<file path="src/rtl/serdes_tx_arbiter.sv">
// serdes_tx_arbiter
//   Round-robin arbiter in front of the 8-bit PISO serializer. Each grant emits
//   one packet: a header byte {HDR_TAG, gid}, then the granted requester's bytes
//   passed straight through. A packet ends on the requester's last flag or after
//   MAX_BURST payload bytes, whichever comes first.
//
// Ports
//   pclk_i       parallel-domain clock, rising edge
//   rst_i        asynchronous reset, active low
//   req_data_i   payload byte of requester k in bits [8k+7:8k]
//   req_valid_i  per-requester byte valid
//   req_last_i   per-requester last-byte flag, qualified by valid
//   req_ready_o  per-requester byte accepted
//   tx_data_o    byte to the PISO
//   tx_valid_o   valid to the PISO
//   tx_ready_i   ready from the PISO
//   grant_o      one-hot current owner, 0 when idle
//   busy_o       high while a packet (header or payload) is in flight

module serdes_tx_arbiter #(
    parameter int unsigned NUM_REQ   = 4,
    parameter int unsigned MAX_BURST = 8,
    parameter logic [3:0]  HDR_TAG   = 4'hA
) (
    input  logic                 pclk_i,
    input  logic                 rst_i,
    input  logic [8*NUM_REQ-1:0] req_data_i,
    input  logic [NUM_REQ-1:0]   req_valid_i,
    input  logic [NUM_REQ-1:0]   req_last_i,
    output logic [NUM_REQ-1:0]   req_ready_o,
    output logic [7:0]           tx_data_o,
    output logic                 tx_valid_o,
    input  logic                 tx_ready_i,
    output logic [NUM_REQ-1:0]   grant_o,
    output logic                 busy_o
);

    localparam int unsigned GID_W = (NUM_REQ > 1) ? $clog2(NUM_REQ) : 1;

    typedef enum logic [1:0] {StIdle, StHdr, StData} state_e;

    state_e               r_state, w_state_nxt;
    logic [NUM_REQ-1:0]   r_grant, w_grant_nxt;
    logic [GID_W-1:0]     r_gid, w_gid_nxt;
    logic [GID_W-1:0]     r_rr_ptr, w_rr_ptr_nxt;
    logic [7:0]           r_beat_cnt, w_beat_cnt_nxt;

    logic                 w_arb_found;
    logic [GID_W-1:0]     w_arb_idx;
    logic [NUM_REQ-1:0]   w_arb_onehot;
    logic                 w_sel_valid;
    logic                 w_sel_last;
    logic [7:0]           w_sel_data;
    logic [3:0]           w_gid_nib;
    logic [GID_W-1:0]     w_gid_inc;

    // Round-robin pick: first pass covers rr_ptr..NUM_REQ-1, second pass wraps
    // to the low indices. Loop-constant indices keep the selects width-clean.
    always_comb begin
        w_arb_found  = 1'b0;
        w_arb_idx    = '0;
        w_arb_onehot = '0;
        for (int k = 0; k < NUM_REQ; k++) begin
            if (!w_arb_found && req_valid_i[k] && (GID_W'(k) >= r_rr_ptr)) begin
                w_arb_found     = 1'b1;
                w_arb_idx       = GID_W'(k);
                w_arb_onehot[k] = 1'b1;
            end
        end
        for (int k = 0; k < NUM_REQ; k++) begin
            if (!w_arb_found && req_valid_i[k]) begin
                w_arb_found     = 1'b1;
                w_arb_idx       = GID_W'(k);
                w_arb_onehot[k] = 1'b1;
            end
        end
    end

    // Mux of the granted requester's stream.
    always_comb begin
        w_sel_valid = 1'b0;
        w_sel_last  = 1'b0;
        w_sel_data  = '0;
        for (int k = 0; k < NUM_REQ; k++) begin
            if (r_gid == GID_W'(k)) begin
                w_sel_valid = req_valid_i[k];
                w_sel_last  = req_last_i[k];
                w_sel_data  = req_data_i[8*k +: 8];
            end
        end
    end

    assign w_gid_nib = 4'(r_gid);
    assign w_gid_inc = (r_gid == GID_W'(NUM_REQ - 1)) ? '0 : r_gid + 1'b1;

    always_comb begin
        w_state_nxt    = r_state;
        w_grant_nxt    = r_grant;
        w_gid_nxt      = r_gid;
        w_rr_ptr_nxt   = r_rr_ptr;
        w_beat_cnt_nxt = r_beat_cnt;
        req_ready_o    = '0;
        tx_valid_o     = 1'b0;
        tx_data_o      = '0;

        unique case (r_state)
            StIdle: begin
                if (w_arb_found) begin
                    w_grant_nxt    = w_arb_onehot;
                    w_gid_nxt      = w_arb_idx;
                    w_beat_cnt_nxt = '0;
                    w_state_nxt    = StHdr;
                end
            end
            StHdr: begin
                tx_valid_o = 1'b1;
                tx_data_o  = {HDR_TAG, w_gid_nib};
                if (tx_ready_i) begin
                    w_state_nxt = StData;
                end
            end
            StData: begin
                tx_valid_o  = w_sel_valid;
                tx_data_o   = w_sel_data;
                // r_grant is one-hot on gid, so this gates ready to the owner only.
                req_ready_o = r_grant & {NUM_REQ{tx_ready_i}};
                if (w_sel_valid && tx_ready_i) begin
                    w_beat_cnt_nxt = r_beat_cnt + 8'd1;
                    // last and the burst limit on the same byte give one exit only.
                    if (w_sel_last || (r_beat_cnt == 8'(MAX_BURST - 1))) begin
                        w_state_nxt  = StIdle;
                        w_grant_nxt  = '0;
                        w_rr_ptr_nxt = w_gid_inc;
                    end
                end
            end
            default: begin
                w_state_nxt = StIdle;
            end
        endcase
    end

    assign grant_o = r_grant;
    assign busy_o  = (r_state != StIdle);

    always_ff @(posedge pclk_i or negedge rst_i) begin
        if (!rst_i) begin
            r_state    <= StIdle;
            r_grant    <= '0;
            r_gid      <= '0;
            r_rr_ptr   <= '0;
            r_beat_cnt <= '0;
        end else begin
            r_state    <= w_state_nxt;
            r_grant    <= w_grant_nxt;
            r_gid      <= w_gid_nxt;
            r_rr_ptr   <= w_rr_ptr_nxt;
            r_beat_cnt <= w_beat_cnt_nxt;
        end
    end

endmodule

</file>
<file path="config.mk">
export PLATFORM = sky130hd
export DESIGN_NAME = serdes_tx_arbiter
export DESIGN_NICKNAME = d
export VERILOG_FILES = /design/src/rtl/serdes_tx_arbiter.sv
export SDC_FILE = /design/constraint.sdc
export NUM_CORES = 1
export LEC_CHECK = 0
export CORE_ASPECT_RATIO = 1.5
export CORE_MARGIN = 4
export CORE_UTILIZATION = 35
export CTS_CLUSTER_SIZE = 28
export DETAILED_ROUTE_END_ITERATION = 16
export GPL_TIMING_DRIVEN = 0
export PLACE_DENSITY = 0.76
export REMOVE_ABC_BUFFERS = 1
export SYNTH_ARGS = -nofsm -noshare
export SYNTH_HDL_FRONTEND = slang
export SYNTH_SLANG_ARGS = --single-unit
</file>
<file path="constraint.sdc">
create_clock -name pclk_i -period 3.2 [get_ports pclk_i]
set_clock_uncertainty 0.2 [all_clocks]
set_input_delay 0.64 -clock pclk_i [delete_from_list [all_inputs] [get_ports pclk_i]]
set_output_delay 0.64 -clock pclk_i [all_outputs]
set_load 0.02 [all_outputs]
</file>
==> results of run 1 <==
area by class of cell:
cell class,count,area [sq um],share of cell area [%]
Clock buffer,4,55.1,2.29
Inverter,11,41.3,1.71
Multi-Input combinational cell,169,1170,48.4
Sequential cell,18,452,18.8
Tap cell,66,82.6,3.43
Timing Repair Buffer,62,612,25.4
where the power goes:
group / switching (uW) / internal (uW) / total, uW / leakage, uW
Combinational: 623 / 481 / 1100 / 0.000749
Clock: 79.9 / 109 / 189 / 0.0000288
Sequential: 75.7 / 285 / 361 / 0.000240
metal layers:
layer  GRT usage [%]  vias up
met5               0        -
met4            5.02        0
met3            3.11        7
met2            28.8       76
met1            19.6      827
li1                -      889
worst paths after layout:
check	depth (start not counted)	endpoint	startpoint	slack [ps]
max	7	tx_data_o[4]	req_data_i[4]	140
min	1	r_beat_cnt[3]	r_beat_cnt[3]	330
max reg2reg	7	r_beat_cnt[6]	r_gid[1]	730
min reg2reg	1	r_beat_cnt[3]	r_beat_cnt[3]	330
max in group asynchronous	1	r_gid[0]	rst_i	1560
min in group asynchronous	1	r_beat_cnt[7]	rst_i	660
critical path: cells and delay by family:
| kind | cells | cell delay (ps) |
|---|---|---|
| buf+inv | 2 | 1040 |
| simple gates | 3 | 390 |
| compound gates | 2 | 140 |
Yosys cell counts, drive strengths merged (3+ instances only):
| cell type | number |
|---|---|
| nand2 | 30 |
| a21oi | 24 |
| dfrtp | 18 |
| o21ai | 14 |
| buf | 11 |
| inv | 11 |
| nor2 | 9 |
| nor2b | 9 |
| and3 | 8 |
| ha | 8 |
| nor3 | 8 |
| clkbuf | 7 |
| nand3 | 7 |
| a221oi | 5 |
| nand3b | 5 |
| o22a | 4 |
| a221o | 3 |
| nor3b | 3 |
| o22ai | 3 |
registers in the layout, indices dropped and copies added (netlist names):
register	cells
r_gid	2
r_rr_ptr	2
r_beat_cnt	8
r_state	2
grant_o	4
per-stage QoR:
step | setup slack, ps | util [%]
6_report | 143 | 50.1
5_1_grt | 21.6 | 50.1
4_1_cts | 11.4 | 49.6
3_5_place_dp | -254 | 47.5
3_3_place_gp | -266 | 47.5
2_1_floorplan | 464 | -
repair_timing:
item / in CTS / in global routing
endpoints found under the hold margin: 0 / 0
pin swaps: 0 / 2
endpoints found under the setup margin: 9 / 4
resized for setup: 20 / 4
setup buffers: 0 / 2
cells by family (layout without fill, tap and decap cells):
logic type                 Yosys count  after routing  share of synthesized area, %
and+or+nand+nor                     87             87                          28.1
AOI/OAI and AO/OA                   71             71                          28.5
buffers and inverters               29             77                          9.37
DFF                                 18             18                          26.1
adders and majority gates            8              8                          5.81
muxes                                3              3                          2.03
==> flow_summary.toml, run 1 <==
[status]
status = "finished clean"

[global_routing]
grt-ovfl-total = 0
grt_pass1_wl_microns = 8020
first_global_vias = 1690
grt_usage_pct = 16.3
antenna_found_initial = 0
grt_max_degree = 21

[final_layout]
layout_commonest_cell = "clkdlybuf4s50_1"
fin_nets = 316
synthToLayoutAreaGrowth_pct = 39.8
n_fill_cell = 480
drive_gt1_share_pct = 11.4
stdcell_count = 330
final_cell_mix = "clkdlybuf4s50_1 (48), nand2_1 (29), a21oi_1 (24)"
final_cell_area_sq_um = 2410
n_antenna_cell = 0

[sta]
tightest_slew_ps = 842
slew_violations = 0
finalSetupViolCount = 0
post-route-period-util_pct = 95.5
fin_crit_ps = 3060
finalHoldViolCount = 0
finalHoldWorstSlack_ps = 326
slew_headroom_pct = 43.7
fmax_mhz = 327
rsz0062_at_grt = "false"
final.setup.tns_ps = 0

[detailed_routing]
wl_met2_microns = 2510
drc = 0
viasPerCell = 5.45
routed_wl_microns = 5090
drt_iter0_markers = 83
top_layer = "met4"
ant_nets = 0
routedWlPerCell_microns = 15.4
vias = 1799
met1_length_microns = 2100
route.met3.wl_microns = 393
drt_pass1_iterations = 4

[worst_setup_path]
crit_type = "input port to output port"
slowest_delay_ps = 600
end_kind = "output port"
cp_cell_sequence = "clkdlybuf4s50_1 -> nor2b_1 -> a221oi_1 -> nor3_1 -> a21oi_1 -> nor2_1 -> clkdlybuf4s50_1"
slowest_stage = "clkdlybuf4s50_1"
worst_setup_path_start_kind = "input port"
cp_common_cell = "clkdlybuf4s50_1"
critPathMaxFanout = 1
arrival_ps = 2220
required_ps = 2360

[clock_network]
cts_hold_buf = 0
cts_sinks = 18
cts_made_buffers = 3
cts.clk_slew.worst_paths_ps = 70
tritoncts = "done"
htree_levels = 1
worstSkewPairLatency_ps = 250
cts.path.max_buffers = 2
cts-root-buf = "clkbuf_8"

[die]
rows = 31
initial_core_util_pct = 35.8
die_height_microns = 93.9
dieArea_sq_um = 6130
io_pins = 61
chipWidth_microns = 65.3
coreArea_sq_um = 4810

[synthesis]
synth_top_flop_cell = "dfrtp_1"
yosysTopAreaCell = "dfrtp_1"
ys_warn_count = 0
syn_avg_cell_area_sq_um = 7.98
synth-async-reset-ratio_pct = 100
syn_inst = 216
yosysUniqueCellTypes = 49
yosys-top-cells-area = "dfrtp_1 (26%), a21oi_1 (7.0%), nand2_1 (6.5%), ha_1 (5.8%), o21ai_0 (3.5%)"
netlist_area_sq_um = 1720
synth-seq-cells = 18
ys_seq_area_share_pct = 26.1
synth.top_cell.area_share_pct = 26.1
synth_enable_flop_cells = 0

[flow_run]
maxCapViolCount = 0

[placement]
post-place-cells = 324
dp_hpwl_microns = 3760
io_buffers = 60
gp_congestion = 0.801
place_area_sq_um = 2290

[worst_hold_path]
hold_class = "register to register"

[pwr]
p_total_uw = 1650
powerDensity_nw_per_um2 = 687
p_leak_uw = 0.00102
ir_drop_v = 0.000306
No activity file was read; power rests on OpenSTA's default activity.
==> run 2, diff against run 1 <==
GPL_TIMING_DRIVEN = default   (was 0)
clock period = 3 ns   (was 3.2 ns; I/O delays follow)
==> flow_summary.toml, run 2 (synthesis gave the netlist of run 1 again) <==
[status]
status = "finished clean"

[worst_setup_path]
worst_setup_path_start_kind = "input port"
required_ps = 2200
crit_type = "input port to output port"
end_kind = "output port"
slowest_stage = "clkdlybuf4s50_1"
critPathMaxFanout = 8
cp_cell_sequence = "clkdlybuf4s50_1 -> and3_1 -> clkdlybuf4s50_1"
slowest_delay_ps = 640
r2r_setup_slack_ps = 590
cp_common_cell = "clkdlybuf4s50_1"
arrival_ps = 2050

[detailed_routing]
drt_pass1_iterations = 4
viasPerCell = 5.36
ant_nets = 0
drc = 0
routedWlPerCell_microns = 14.8
drt_iter0_markers = 57
routed_wl_microns = 5090
vias = 1843

[global_routing]
first_global_vias = 1849
grt_pass1_wl_microns = 8360
grt_max_degree = 21
antenna_found_initial = 0
grt-ovfl-total = 0
grt_usage_pct = 17.1

[sta]
slew_headroom_pct = 45.7
fmax_mhz = 351
fin_crit_ps = 2850
finalSetupViolCount = 0
slew_violations = 0
finalHoldViolCount = 0
tightest_slew_ps = 812
rsz0062_at_grt = "false"
final.setup.tns_ps = 0
post-route-period-util_pct = 95.0
finalHoldWorstSlack_ps = 331

[pwr]
ir_drop_v = 0.000343
powerDensity_nw_per_um2 = 719
p_leak_uw = 0.00105
p_total_uw = 1780

[final_layout]
largest_register_ff_count = 8
layout_commonest_cell = "clkdlybuf4s50_1"
n_antenna_cell = 0
drive_gt1_share_pct = 13.7
regMostFlops = "r_beat_cnt"
stdcell_count = 344
fin_nets = 331
synthToLayoutAreaGrowth_pct = 43.6
final_cell_mix = "clkdlybuf4s50_1 (51), nand2_1 (30), a21oi_1 (24)"

[clock_network]
cts_hold_buf = 0
cts-root-buf = "clkbuf_8"
cts_made_buffers = 3
tritoncts = "done"
cts_sinks = 18
htree_levels = 1
cts.path.max_buffers = 2
cts.clk_slew.worst_paths_ps = 70
worstSkewPairLatency_ps = 250

[die]
die_height_microns = 93.9
io_pins = 61
coreArea_sq_um = 4810
initial_core_util_pct = 35.8
dieArea_sq_um = 6130
chipWidth_microns = 65.3
rows = 31

[placement]
dp_hpwl_microns = 4050
io_buffers = 60
post-place-cells = 341
gp_congestion = 0.816

[worst_hold_path]
hold_class = "register to register"

[flow_run]
maxCapViolCount = 0
run 2: cell types whose count changed in the layout (fill, tap and decap cells not counted), sizes merged:
cell           delta
buf              +16
clkdlybuf4s50     +3
dlymetal6s2s      -3
clkbuf            -2
run 2: worst max-delay path: cells and delay by family:
| kind | cells | cell delay [ps] |
|---|---|---|
| buffers and inverters | 2 | 1240 |
| AND/OR/NAND/NOR | 1 | 210 |
run 2: final timing paths:
path,startpoint,endpoint,cells after the start
worst max-delay path,tx_ready_i,req_ready_o[2],3
min in group asynchronous,rst_i,r_beat_cnt[5],1
worst min-delay path,r_beat_cnt[1],r_beat_cnt[1],2
max in group asynchronous,rst_i,r_gid[0],1
worst max register to register,r_gid[0],r_rr_ptr[1],7
worst min register to register,r_beat_cnt[1],r_beat_cnt[1],2
run 2: routing by layer:
layer  track usage (%)  up-vias  wire, microns
met3              2.87        6            349
met2              31.3       70           2510
met1              19.6      854           2140
li1                  -      913              -
met4              6.06        0             96
met5                 0        -              0
run 2: stage by stage:
stage | setup WS (ps) | cell area [sq um] | utilization (%)
2_1_floorplan | 304 | 1600 | -
3_3_place_gp | 43.0 | 2440 | 50.7
3_5_place_dp | 14.6 | 2440 | 50.7
4_1_cts | 136 | 2470 | 51.3
5_1_grt | 7.76 | 2470 | 51.4
6_report | 151 | 2470 | 51.4
run 2: final cells by class:
type / count / area (sq um)
flip-flops and latches: 18 / 450
repair buffers: 77 / 742
fillers: 481 / 2340
clock buffers: 3 / 41.3
multi-input cells: 169 / 1120
inverters: 11 / 41.3
well taps: 66 / 82.6
run 2: power breakdown:
| group | leakage (uW) | internal [uW] | total [uW] | switching [uW] |
|---|---|---|---|---|
| combinational | 0.000785 | 566 | 1240 | 670 |
| sequential | 0.000241 | 303 | 376 | 73.1 |
| clock | 0.0000216 | 89.0 | 165 | 75.9 |
run 2: timing repair:
item | 4_1_cts | 5_1_grt
cloned | 0 | 0
buffers inserted | 0 | 0
endpoints found under the setup margin | 9 | 2
pin swaps | 0 | 0
gates resized for setup | 9 | 2
==> run 3, diff against run 2 <==
PLACE_DENSITY = default   (was 0.76)
PLACE_DENSITY_LB_ADDON = 0.2   (was default)
REMOVE_ABC_BUFFERS = default   (was 1)
==> flow_summary.toml, run 3 (synthesis gave the netlist of run 1 again) <==
[status]
status = "finished clean"

[pwr]
ir_drop_v = 0.000479
internal_power_uw = 960
pwr-share-comb_pct = 69.1
p_sw_share_pct = 46.2
powerDensity_nw_per_um2 = 719
pwr-share-seq_pct = 21.4
p_switching_uw = 825
p_leak_uw = 0.00104
pwr-share-clk_pct = 9.5

[worst_setup_path]
slowest_stage = "dfrtp_1"
slowest_delay_ps = 420
required_ps = 2200
r2r_start = "r_gid[0]"
crit_type = "register to output port"
worst_setup_path_start_kind = "register"
arrival_ps = 2010
r2r_setup_slack_ps = 660
rr_endpoint = "r_rr_ptr[1]"
reg2regPathDepth = 8
end_kind = "output port"
critPathMaxFanout = 10
cp_cell_sequence = "inv_1 -> ha_4 -> buf_12 -> nor2b_1 -> a221oi_1 -> nor3_1 -> a21oi_1 -> nor2_1 -> dlygate4sd2_1"

[clock_network]
cts_sinks = 18
cts.clk_slew.worst_paths_ps = 70
cts-root-buf = "clkbuf_8"
cts_hold_buf = 0
htree_levels = 1
tritoncts = "done"
postCtsSetupBuffers = 0
cts.path.max_buffers = 2
worstSkewPairLatency_ps = 250
cts_made_buffers = 3

[worst_hold_path]
whs_path_depth = 1
min_to = "r_beat_cnt[0]"
hold_start = "r_beat_cnt[0]"
hold_class = "register to register"

[sta]
slew_headroom_pct = 45.8
post-route-period-util_pct = 93.8
tightest_slew_ps = 810
fin_crit_ps = 2810
final.setup.tns_ps = 0
rsz0062_at_grt = "false"
slew_violations = 0
fmax_mhz = 356
finalHoldViolCount = 0
setup_ws_ps = 187
finalSetupViolCount = 0

[die]
coreArea_sq_um = 4810
rows = 31
dieArea_sq_um = 6130
die_height_microns = 93.9
chipWidth_microns = 65.3
initial_core_util_pct = 35.8
io_pins = 61

[final_layout]
synthToLayoutAreaGrowth_pct = 44.1
register_area_sq_um = 452
layout_commonest_cell = "clkdlybuf4s50_1"
regMostFlops = "r_beat_cnt"
final_cell_mix = "clkdlybuf4s50_1 (51), nand2_1 (30), a21oi_1 (24)"
drive_gt1_share_pct = 14.8
largest_register_ff_count = 8
multiInputGateArea_sq_um = 1130
n_fill_cell = 491
n_antenna_cell = 0
fin_nets = 330

[detailed_routing]
drt_pass1_iterations = 4
ant_nets = 0
routed_wl_microns = 5060
drc = 0
viasPerCell = 5.29
drt_iter0_markers = 54
routedWlPerCell_microns = 14.7
vias = 1814

[global_routing]
grt_pass1_wl_microns = 8150
first_global_vias = 1752
grt-ovfl-total = 0
grt_usage_pct = 16.5
antenna_found_initial = 0
grt_max_degree = 19

[flow_run]
maxCapViolCount = 0

[placement]
gp_congestion = 0.826
place_ws_ps = -9.21
io_buffers = 60
dp_hpwl_microns = 3950

[synthesis]
syn-num-nets = 267
run 3: cell count changes in the layout (fill, tap and decap cells not counted):
cell,delta
a221oi_1,-1
dfrtp_2,+1
dlygate4sd2_1,-1
dfrtp_1,-1
buf_4,-1
ha_4,+1
a221oi_2,+1
ha_1,-1
clkbuf_2,+1
run 3: area by class of cell:
cell class	instances	share of cell area [%]
clock buffer	3	1.66
inverter	11	1.66
multi-input combinational	169	45.7
sequential	18	18.2
tap	66	3.33
timing repair buffer	76	29.4
run 3: worst max path at each step:
stage | endpoint | start | slack [ps]
after floorplan | tx_data_o[0] | r_gid[1] | 390
after global placement | tx_data_o[4] | req_data_i[4] | -7
after detailed placement | tx_data_o[4] | req_data_i[4] | -9
after CTS | tx_data_o[4] | r_gid[1] | 70
after global routing | tx_data_o[2] | r_gid[0] | 30
final | tx_data_o[6] | r_gid[1] | 190
run 3: routing by layer:
metal	routed length (microns)	global-route usage, %	up-vias
met5	0	0	-
met3	323	2.40	4
li1	-	-	908
met4	36	5.02	0
met2	2440	29.1	63
met1	2260	20.3	839
run 3: power by group through the flow:
stage	combinational, uW	sequential (uW)	clock [uW]
6_report	1230	382	170
5_1_grt	1350	393	180
4_1_cts	1230	378	173
3_5_place_dp	1250	382	0
3_3_place_gp	1250	379	0
2_1_floorplan	804	374	0
run 3: worst max-delay path: cells and delay by family, from the launching register on:
| family | cells | cell delay (ps) |
|---|---|---|
| adder cells (fa/ha/maj) | 1 | 200 |
| AO/OA/AOI/OAI | 2 | 400 |
| buffers and inverters | 3 | 590 |
| AND/OR/NAND/NOR | 3 | 170 |
| flip-flops | 1 | 420 |
run 3: what timing repair did:
action / 4_1_cts / 5_1_grt
resized for setup: 12 / 5
endpoints found under the setup margin: 9 / 2
pin swaps: 0 / 0
run 3: per-stage QoR:
stage	utilization (%)	cell area, sq um	hold WS [ps]	instances	power (uW)
6_report	51.6	2480	319	343	1790
4_1_cts	51.3	2470	326	343	1780
3_3_place_gp	50.5	2430	303	340	1620
2_1_floorplan	-	1720	104	216	1180
3_5_place_dp	50.5	2430	313	340	1630
5_1_grt	51.6	2480	339	343	1920
